**config.mk**
```make
export PLATFORM = sky130hd
export DESIGN_NAME = pixy_frame_ctrl
export DESIGN_NICKNAME = d
export VERILOG_FILES = /design/src/rtl/pixy_frame_ctrl.sv
export SDC_FILE = /design/constraint.sdc
export NUM_CORES = 1
export LEC_CHECK = 0
export CORE_MARGIN = 1.5
export CORE_UTILIZATION = 55
export CTS_CLUSTER_DIAMETER = 120
export CTS_CLUSTER_SIZE = 20
export DETAILED_ROUTE_END_ITERATION = 10
export HOLD_SLACK_MARGIN = 0.06
export PLACE_DENSITY = 0.84
export SYNTH_ARGS = -nofsm -noshare
export SYNTH_HDL_FRONTEND = slang
export SYNTH_SLANG_ARGS = --single-unit
```
**constraint.sdc**
```tcl
create_clock -name clk -period 2.7 [get_ports clk]
set_input_delay 0.54 -clock clk [delete_from_list [all_inputs] [get_ports clk]]
set_output_delay 0.54 -clock clk [all_outputs]
set_load 0.005 [all_outputs]
```
**src/rtl/pixy_frame_ctrl.sv**
```systemverilog
// ---------------------------------------------------------------------------
// pixy_frame_ctrl
//
// Paces SPI byte reads from the Pixy camera and parses the returned byte
// stream into validated ball coordinates for the PID loop.
//
// Frame layout on the wire (all words little-endian, low byte first):
//   0x55 0xAA 0x55 0xAA  | cksum | sig | x | y | width | height
// After the double sync word, twelve FIELD bytes (indices 0-11) follow.
// A frame is accepted when the coordinates are in range and, when the
// checksum feature is built, the checksum matches the 16-bit sum of the
// five words after it.
//
// Optional feature macro: PIXY_CKSUM_EN
//   defined   - checksum accumulator built, checksum gates acceptance
//   undefined - checksum bytes consumed and ignored, range check only
//
// Ports:
//   clk        in   single rising-edge clock
//   rst_n      in   asynchronous active-low reset
//   byte_in    in   received byte, valid while byte_valid is high
//   byte_valid in   one-cycle strobe from the SPI master
//   spi_busy   in   SPI master mid-transfer; delays the next byte_req
//   byte_req   out  one-cycle pulse starting one SPI byte transfer
//   x_center   out  last accepted x coordinate
//   y_center   out  last accepted y coordinate
//   new_vals   out  one-cycle pulse when x_center/y_center update
//   frame_err  out  one-cycle pulse on a rejected or aborted frame
//   err_count  out  rejected/aborted frame count, saturating at 255
// ---------------------------------------------------------------------------
module pixy_frame_ctrl #(
  parameter int POLL_DIV = 50,
  parameter int TIMEOUT  = 1000,
  parameter int X_MAX    = 319,
  parameter int Y_MAX    = 199
) (
  input  logic        clk,
  input  logic        rst_n,
  input  logic [7:0]  byte_in,
  input  logic        byte_valid,
  input  logic        spi_busy,
  output logic        byte_req,
  output logic [15:0] x_center,
  output logic [15:0] y_center,
  output logic        new_vals,
  output logic        frame_err,
  output logic [7:0]  err_count
);

  localparam int PW = $clog2(POLL_DIV);
  localparam int WW = $clog2(TIMEOUT + 1);

  localparam logic [PW-1:0] POLL_LAST = PW'(POLL_DIV - 1);
  localparam logic [WW-1:0] WD_LAST   = WW'(TIMEOUT - 1);
  localparam logic [15:0]   X_LIM     = 16'(X_MAX);
  localparam logic [15:0]   Y_LIM     = 16'(Y_MAX);

  localparam logic [7:0] SYNC_LO = 8'h55;
  localparam logic [7:0] SYNC_HI = 8'hAA;

  typedef enum logic [2:0] {
    HUNT  = 3'd0,
    S1H   = 3'd1,
    S2L   = 3'd2,
    S2H   = 3'd3,
    FIELD = 3'd4
  } state_t;

  state_t state, state_nxt;

  logic [PW-1:0] poll_cnt;
  logic [WW-1:0] wd_cnt;
  logic          wd_expire;

  logic [3:0]  idx, idx_nxt;
  logic [7:0]  lo_byte, lo_byte_nxt;
  logic [15:0] x_cand, x_cand_nxt;
  logic [15:0] y_cand, y_cand_nxt;
  logic [15:0] x_nxt, y_nxt;
  logic        new_vals_nxt, frame_err_nxt, err_inc;
  logic [15:0] word;
  logic        cksum_ok;
  logic        frame_ok;

  // The current word is the incoming high byte joined with the low byte
  // latched on the previous FIELD strobe.
  assign word = {byte_in, lo_byte};

  // Watchdog only fires when no byte arrives this cycle, so a byte landing
  // on the expiry cycle is processed normally instead of aborting.
  assign wd_expire = (state != HUNT) && !byte_valid && (wd_cnt == WD_LAST);

  // Poller: free-running divider that requests one SPI byte per period.
  // At terminal count it waits for the SPI master to go idle, then fires.
  always_ff @(posedge clk or negedge rst_n) begin
    if (!rst_n) begin
      poll_cnt <= '0;
      byte_req <= 1'b0;
    end else begin
      byte_req <= 1'b0;
      if (poll_cnt == POLL_LAST) begin
        if (!spi_busy) begin
          byte_req <= 1'b1;
          poll_cnt <= '0;
        end
      end else begin
        poll_cnt <= poll_cnt + PW'(1);
      end
    end
  end

  // Watchdog: counts idle cycles while a frame is in progress.
  always_ff @(posedge clk or negedge rst_n) begin
    if (!rst_n) begin
      wd_cnt <= '0;
    end else if (state == HUNT || byte_valid || wd_expire) begin
      wd_cnt <= '0;
    end else begin
      wd_cnt <= wd_cnt + WW'(1);
    end
  end

`ifdef PIXY_CKSUM_EN
  logic [15:0] acc, acc_nxt;
  logic [15:0] cksum_rx, cksum_rx_nxt;
  logic [15:0] sum_final;

  // Checksum path: latch the received checksum (word at index 1) and add
  // each following word when its high byte arrives. The height word is
  // added combinationally so the decision is made on the index-11 edge.
  always_comb begin
    acc_nxt      = acc;
    cksum_rx_nxt = cksum_rx;
    sum_final    = acc + word;
    if (state != FIELD) begin
      acc_nxt = '0;
    end else if (byte_valid) begin
      if (idx == 4'd1) begin
        cksum_rx_nxt = word;
      end else if (idx[0] && idx != 4'd11) begin
        acc_nxt = acc + word;
      end
    end
    cksum_ok = (sum_final == cksum_rx);
  end

  always_ff @(posedge clk or negedge rst_n) begin
    if (!rst_n) begin
      acc      <= '0;
      cksum_rx <= '0;
    end else begin
      acc      <= acc_nxt;
      cksum_rx <= cksum_rx_nxt;
    end
  end
`else
  assign cksum_ok = 1'b1;
`endif

  assign frame_ok = cksum_ok && (x_cand <= X_LIM) && (y_cand <= Y_LIM);

  // Next-state and datapath decode. Sync-word mismatches simply fall back
  // to HUNT without flagging an error; only completed-but-bad frames and
  // watchdog aborts count as errors.
  always_comb begin
    state_nxt     = state;
    idx_nxt       = idx;
    lo_byte_nxt   = lo_byte;
    x_cand_nxt    = x_cand;
    y_cand_nxt    = y_cand;
    x_nxt         = x_center;
    y_nxt         = y_center;
    new_vals_nxt  = 1'b0;
    frame_err_nxt = 1'b0;
    err_inc       = 1'b0;

    if (byte_valid) begin
      case (state)
        HUNT: begin
          if (byte_in == SYNC_LO) state_nxt = S1H;
        end
        S1H: begin
          if (byte_in == SYNC_HI)      state_nxt = S2L;
          else if (byte_in == SYNC_LO) state_nxt = S1H;
          else                         state_nxt = HUNT;
        end
        S2L: begin
          state_nxt = (byte_in == SYNC_LO) ? S2H : HUNT;
        end
        S2H: begin
          if (byte_in == SYNC_HI) begin
            state_nxt = FIELD;
            idx_nxt   = '0;
          end else begin
            state_nxt = HUNT;
          end
        end
        FIELD: begin
          lo_byte_nxt = byte_in;
          idx_nxt     = idx + 4'd1;
          case (idx)
            4'd5: x_cand_nxt = word;
            4'd7: y_cand_nxt = word;
            4'd11: begin
              state_nxt = HUNT;
              idx_nxt   = '0;
              if (frame_ok) begin
                x_nxt        = x_cand;
                y_nxt        = y_cand;
                new_vals_nxt = 1'b1;
              end else begin
                frame_err_nxt = 1'b1;
                err_inc       = 1'b1;
              end
            end
            default: ;
          endcase
        end
        default: state_nxt = HUNT;
      endcase
    end else if (wd_expire) begin
      state_nxt     = HUNT;
      idx_nxt       = '0;
      frame_err_nxt = 1'b1;
      err_inc       = 1'b1;
    end
  end

  // State, frame-capture and output registers.
  always_ff @(posedge clk or negedge rst_n) begin
    if (!rst_n) begin
      state     <= HUNT;
      idx       <= '0;
      lo_byte   <= '0;
      x_cand    <= '0;
      y_cand    <= '0;
      x_center  <= '0;
      y_center  <= '0;
      new_vals  <= 1'b0;
      frame_err <= 1'b0;
      err_count <= '0;
    end else begin
      state     <= state_nxt;
      idx       <= idx_nxt;
      lo_byte   <= lo_byte_nxt;
      x_cand    <= x_cand_nxt;
      y_cand    <= y_cand_nxt;
      x_center  <= x_nxt;
      y_center  <= y_nxt;
      new_vals  <= new_vals_nxt;
      frame_err <= frame_err_nxt;
      if (err_inc && err_count != 8'hFF) begin
        err_count <= err_count + 8'd1;
      end
    end
  end

endmodule

```
After elaboration in Yosys (flattened, before gate mapping)
Cells that the tools add are included.

storage, ports and cells
  bits of input ports = 12
  output and inout port bits = 43
  logic and storage cells = 80
  register bits = 106

cells by class
  equal/unequal tests = 17
  mux-type cells = 28
  $lt $le $gt $ge = 2
  $add $sub $neg = 4
  reductions and logical operators = 16

operators with widths
  kind                                                             number
  less-or-equal comparator 16 x 8 -> 1 bit, second input constant  1
  less-or-equal comparator 16 x 9 -> 1 bit, second input constant  1
  two-way mux 4 bit                                                4
  two-way mux 3 bit                                                5
  one-hot mux 3 bit (5 select lines)                               1
  two-way mux 1 bit                                                12
  two-way mux 6 bit                                                2
  AND reduction 3 bit                                              4
  adder 10 x 1 -> 10 bit, second input constant                    1
  equality test 10 bit, second input constant                      1
  two-way mux 10 bit                                               1
  adder 8 x 1 -> 8 bit, second input constant                      1
  equality test 4 x 3 -> 1 bit, second input constant              2
  equality test 8 x 7 -> 1 bit, second input constant              1
  equality test 8 bit, second input constant                       1
  != test 8 bit, second input constant                             1
  one-hot mux 4 bit (2 select lines)                               1
  adder 6 x 1 -> 6 bit, second input constant                      1
  equality test 3 x 2 -> 1 bit, second input constant              2
  equality test 6 bit, second input constant                       1
  != test 3 bit, second input constant                             2
  adder 4 x 1 -> 4 bit, second input constant                      1
  equality test 4 bit, second input constant                       1
  logical AND 1 bit                                                4
  13 further kinds                                                 15

Depth between registers and ports, before layout
  depth in word-level cells = 7
  gate-level depth with buffers = 6
  mapped depth without buffers = 6

Least setup slack after synthesis
No wires, ideal clock.

  path kind = in2reg
  start = input byte_valid
  end = register idx[2]
  required time = 2,580 ps
  slack = 755 ps
  library setup time = 120 ps
  data arrival time = 1,824 ps
  stages = 6
  path through = buf_6 -> or4b_1 -> nor4_1 -> o22ai_1 -> o21ai_0 -> nand2_1

on the way
  cells in the longest elaborated chain, start to end = 5
  elaborated cells between the ends (all ways) = 8
  those cells by class = eq/ne (2); mux (1); reduce/logical (5)

ends and longest elaborated chain
  what                             RTL line  text
  start, declared                  40        input logic byte_valid,
  zero test 1 bit                  91        assign wd_expire = (state != HUNT) && !byte_valid && (wd_cnt == WD_LAST);
  logical AND 1 bit (2 in series)  91
  nonzero test 2 bit (no line)     n/a
  AND reduction 3 bit (no line)    n/a
  end signal, assigned             244       idx <= idx_nxt;
  end, declared                    75        logic [3:0] idx, idx_nxt;

Several ways; a longest one is shown, not always the timed one.
A chain may end at the register's enable or synchronous reset.

Worst setup path in the final report
  start = input byte_valid
  end = register state[1]

on the way
  cells in the longest elaborated chain, start to end = 5
  elaborated cells between the ends (all ways) = 8
  those cells by class = eq/ne (2); mux (1); reduce/logical (5)

ends and longest elaborated chain
  what                             RTL line  text
  zero test 1 bit                  91
  logical AND 1 bit (2 in series)  91
  nonzero test 2 bit (no line)     n/a
  AND reduction 3 bit (no line)    n/a
  end signal, assigned             243       state <= state_nxt;
  end, declared                    69        state_t state, state_nxt;

Several ways; a longest one is shown, not always the timed one.

==> out/results.ini <==
[synthesis]
synthesis.nets=359
netlist_area_um2=4440
synth_warnings=0
postSynthAreaPerCell_um2=13.0
synth_cell_type_count=38
ys_seq_elements=106
synth-seq-area-share_pct=59.8
netlist_instances=341

[finish]
area_growth_pct=20.6
drive_gt1_share_pct=24.2
final_util_pct=68.9
n_antenna_cell=0
nets=430

[sta]
min_period_ns=2.34
fmax_mhz=427
fin_crit_sh_pct=86.7
fin_skew_ns=0.0104
slew_violations=0
rsz0062_at_grt=false
hold_viol=0
worst_pin_slew_ns=0.764
finalSetupViolations=0
setup_tns_ns=0
slew_headroom_pct=49.1

[cts]
holdBufCountCts=0
tritoncts=built
cts_buffer_depth=2
clkTransAtPathRegs_ns=0.10
clock_sinks=106
clockRootBuffer=clkbuf_8
clk_latency_ns=0.37
postCtsSetupBuffers=0
cts_buffers=9
ctsResizeCount=0
h-tree-depth=3

[critical_path]
critPathRequiredTime_ns=2.94
crit_type=primary input to flip-flop
end_kind=flip-flop
r2r_setup_slack_ns=0.59
crit_path_start_kind=primary input
critical_path_arrival_ns=2.58
rr_endpoint=y_center[5]$_DFFE_PN0P_
reg2reg_depth=5
timing.rr.start=y_cand[13]$_DFFE_PN0P_
cp_max_fo=4

[run]
cap_viol_max_count=0

[global_route]
track_usage_pct=20.8
grt_overflow_total=0
antenna_found_initial=0
grt_max_degree=63
grt_pass1_vias=2898
grt_pass1_wl_um=13900

[placed_design]
hpwl_um=5680
place.gp.congestion=0.830
io_buffers=54

[floorplanning]
fp.dieH_um=92.8
fp-row-count=32
dieArea_um2=8620
io_pins=55
coreArea_um2=7770
start_util_pct=57.1
die_w_um=92.8

[pwr]
cellLeakagePower_nw=2.48
vdd_drop_max_uv=408
power_density_nw_per_um2=515

[detailed_routing]
ant_nets=0
drt-total-wl_um=7990
vias=2828
wl_per_cell_um=15.4
firstDrtPassIters=4
drcViolationCount=0
drtIter0Drc=128
via_per_inst=5.45

[worst_hold_path]
hold_path.class=primary input to asynchronous set/reset pin

[outcome]
run_status=finished, final reports clean

[synthesized netlist by cell type]
library cell,number,area [µm²]
o22ai_1,1,6.26
xor2_1,6,52.6
mux2_2,63,709
or4b_1,1,10.0
nand3_2,2,20.0
a22o_1,2,17.5
a2111oi_2,1,15.0
o311ai_1,1,8.76
nand2_1,21,78.8
dfrtp_1,106,2650
nor2_1,22,82.6
o21ai_2,1,8.76
nand3_1,14,70.1
clkbuf_1,2,7.51
a22oi_1,1,7.51
buf_2,3,15.0
a211oi_1,1,7.51
nand4_1,1,6.26
nand4b_1,2,17.5
nor4_4,1,21.3
inv_1,5,18.8
a21boi_0,2,15.0
or4bb_1,2,22.5
xnor2_1,7,61.3
nor4_1,8,50.1
or2_2,1,6.26
o21ai_0,13,65.1
nand3b_1,3,22.5
nor2b_1,16,100
ha_1,6,75.1
nand2b_1,8,50.1
nor3_1,8,40.0
buf_6,3,33.8
a2bb2oi_1,1,8.76
o31ai_1,1,7.51
nand4bb_4,1,27.5
a21oi_1,3,15.0
buf_1,1,3.75
[through the flow]
step	worst slack [ns]	power [mW]	hold WS [ns]	cells	cell area [µm²]
after floorplan	0.755	1.82	0.244	341	4440
after global placement	0.165	1.91	0.445	503	5180
after detailed placement	-0.00831	1.93	0.467	503	5180
after CTS	0.380	2.79	0.261	519	5350
after global routing	0.264	2.89	0.306	519	5350
final	0.358	2.76	0.238	519	5350
[state kept, by name, indices dropped and copies added (netlist names)]
name and count:
byte_req 1, err_count 8, frame_err 1, idx 4, lo_byte 8, new_vals 1
poll_cnt 6, state 3, wd_cnt 10, x_cand 16, x_center 16, y_cand 16
y_center 16
[layout by cell type (no fill, tap or decap), types with 2 or more instances in the layout]
cell type / instances
xor2_1: 6
clkbuf_8: 9
mux2_2: 63
nor3_1: 8
nand3_1: 14
nand4b_1: 2
a22o_1: 2
nand3b_1: 3
o21ai_0: 13
or4bb_1: 2
nand2b_1: 8
clkinvlp_4: 3
nand2_1: 21
buf_4: 14
xnor2_1: 7
a21oi_1: 3
clkdlybuf4s50_1: 53
nor2_1: 22
inv_1: 5
clkinv_2: 2
nor2b_1: 16
a21boi_0: 2
buf_12: 2
nor4_1: 8
nand3_2: 2
dfrtp_1: 106
ha_1: 6
[cell type report]
class	instances	area (µm²)
Clock buffer	10	128
Clock inverter	6	41.3
Fill cell	567	2420
Inverter	5	18.8
Multi-Input combinational cell	221	1710
Sequential cell	106	2650
Tap cell	102	128
Timing Repair Buffer	69	676
[metal layers]
metal	up-vias	global-route usage, %	wire length, µm	part of all wire, %
met4	0	8.46	147	1.8
met2	57	33.3	3850	48
li1	1343	-	-	-
met1	1419	28.3	3740	47
met3	9	3.28	258	3.2
met5	-	0	0	0
[power by group]
| group | switching (mW) | total [mW] | internal (mW) |
|---|---|---|---|
| registers | 0.0576 | 1.69 | 1.64 |
| logic | 0.104 | 0.198 | 0.0944 |
| clock network | 0.530 | 0.865 | 0.335 |
| total | 0.691 | 2.76 | 2.07 |
[worst max path at each step]
stage	startpoint	to	slack [ns]	depth (start not counted)
after floorplan	byte_valid	idx[2]$_DFFE_PN0P_	0.76	6
after global placement	byte_valid	idx[2]$_DFFE_PN0P_	0.17	6
after global routing	byte_valid	state[1]$_DFFE_PN0P_	0.26	6
after CTS	byte_valid	state[1]$_DFFE_PN0P_	0.38	6
after detailed placement	byte_valid	state[1]$_DFFE_PN0P_	-0.008	6
final	byte_valid	state[1]$_DFFE_PN0P_	0.36	6
[worst max-delay path: stages]
cell             delay [ns]
clkdlybuf4s50_1        0.51
or4b_1                 0.55
nor4_1                 0.43
o21ai_0                0.21
o21ai_0                0.21
o21ai_0                0.13
[logic make-up (layout without fill, tap and decap cells)]
group,after synthesis,after routing,share of synthesized area [%]
and+or+nand+nor,111,111,14.1
DFF,106,106,59.8
muxes,63,63,16.0
AOI/OAI and AO/OA,28,28,4.12
buffers and inverters,14,90,1.78
xor gates and xnor gates,13,13,2.57
adders and majority gates,6,6,1.69
Note: power is estimated with default switching activity, not from simulation.
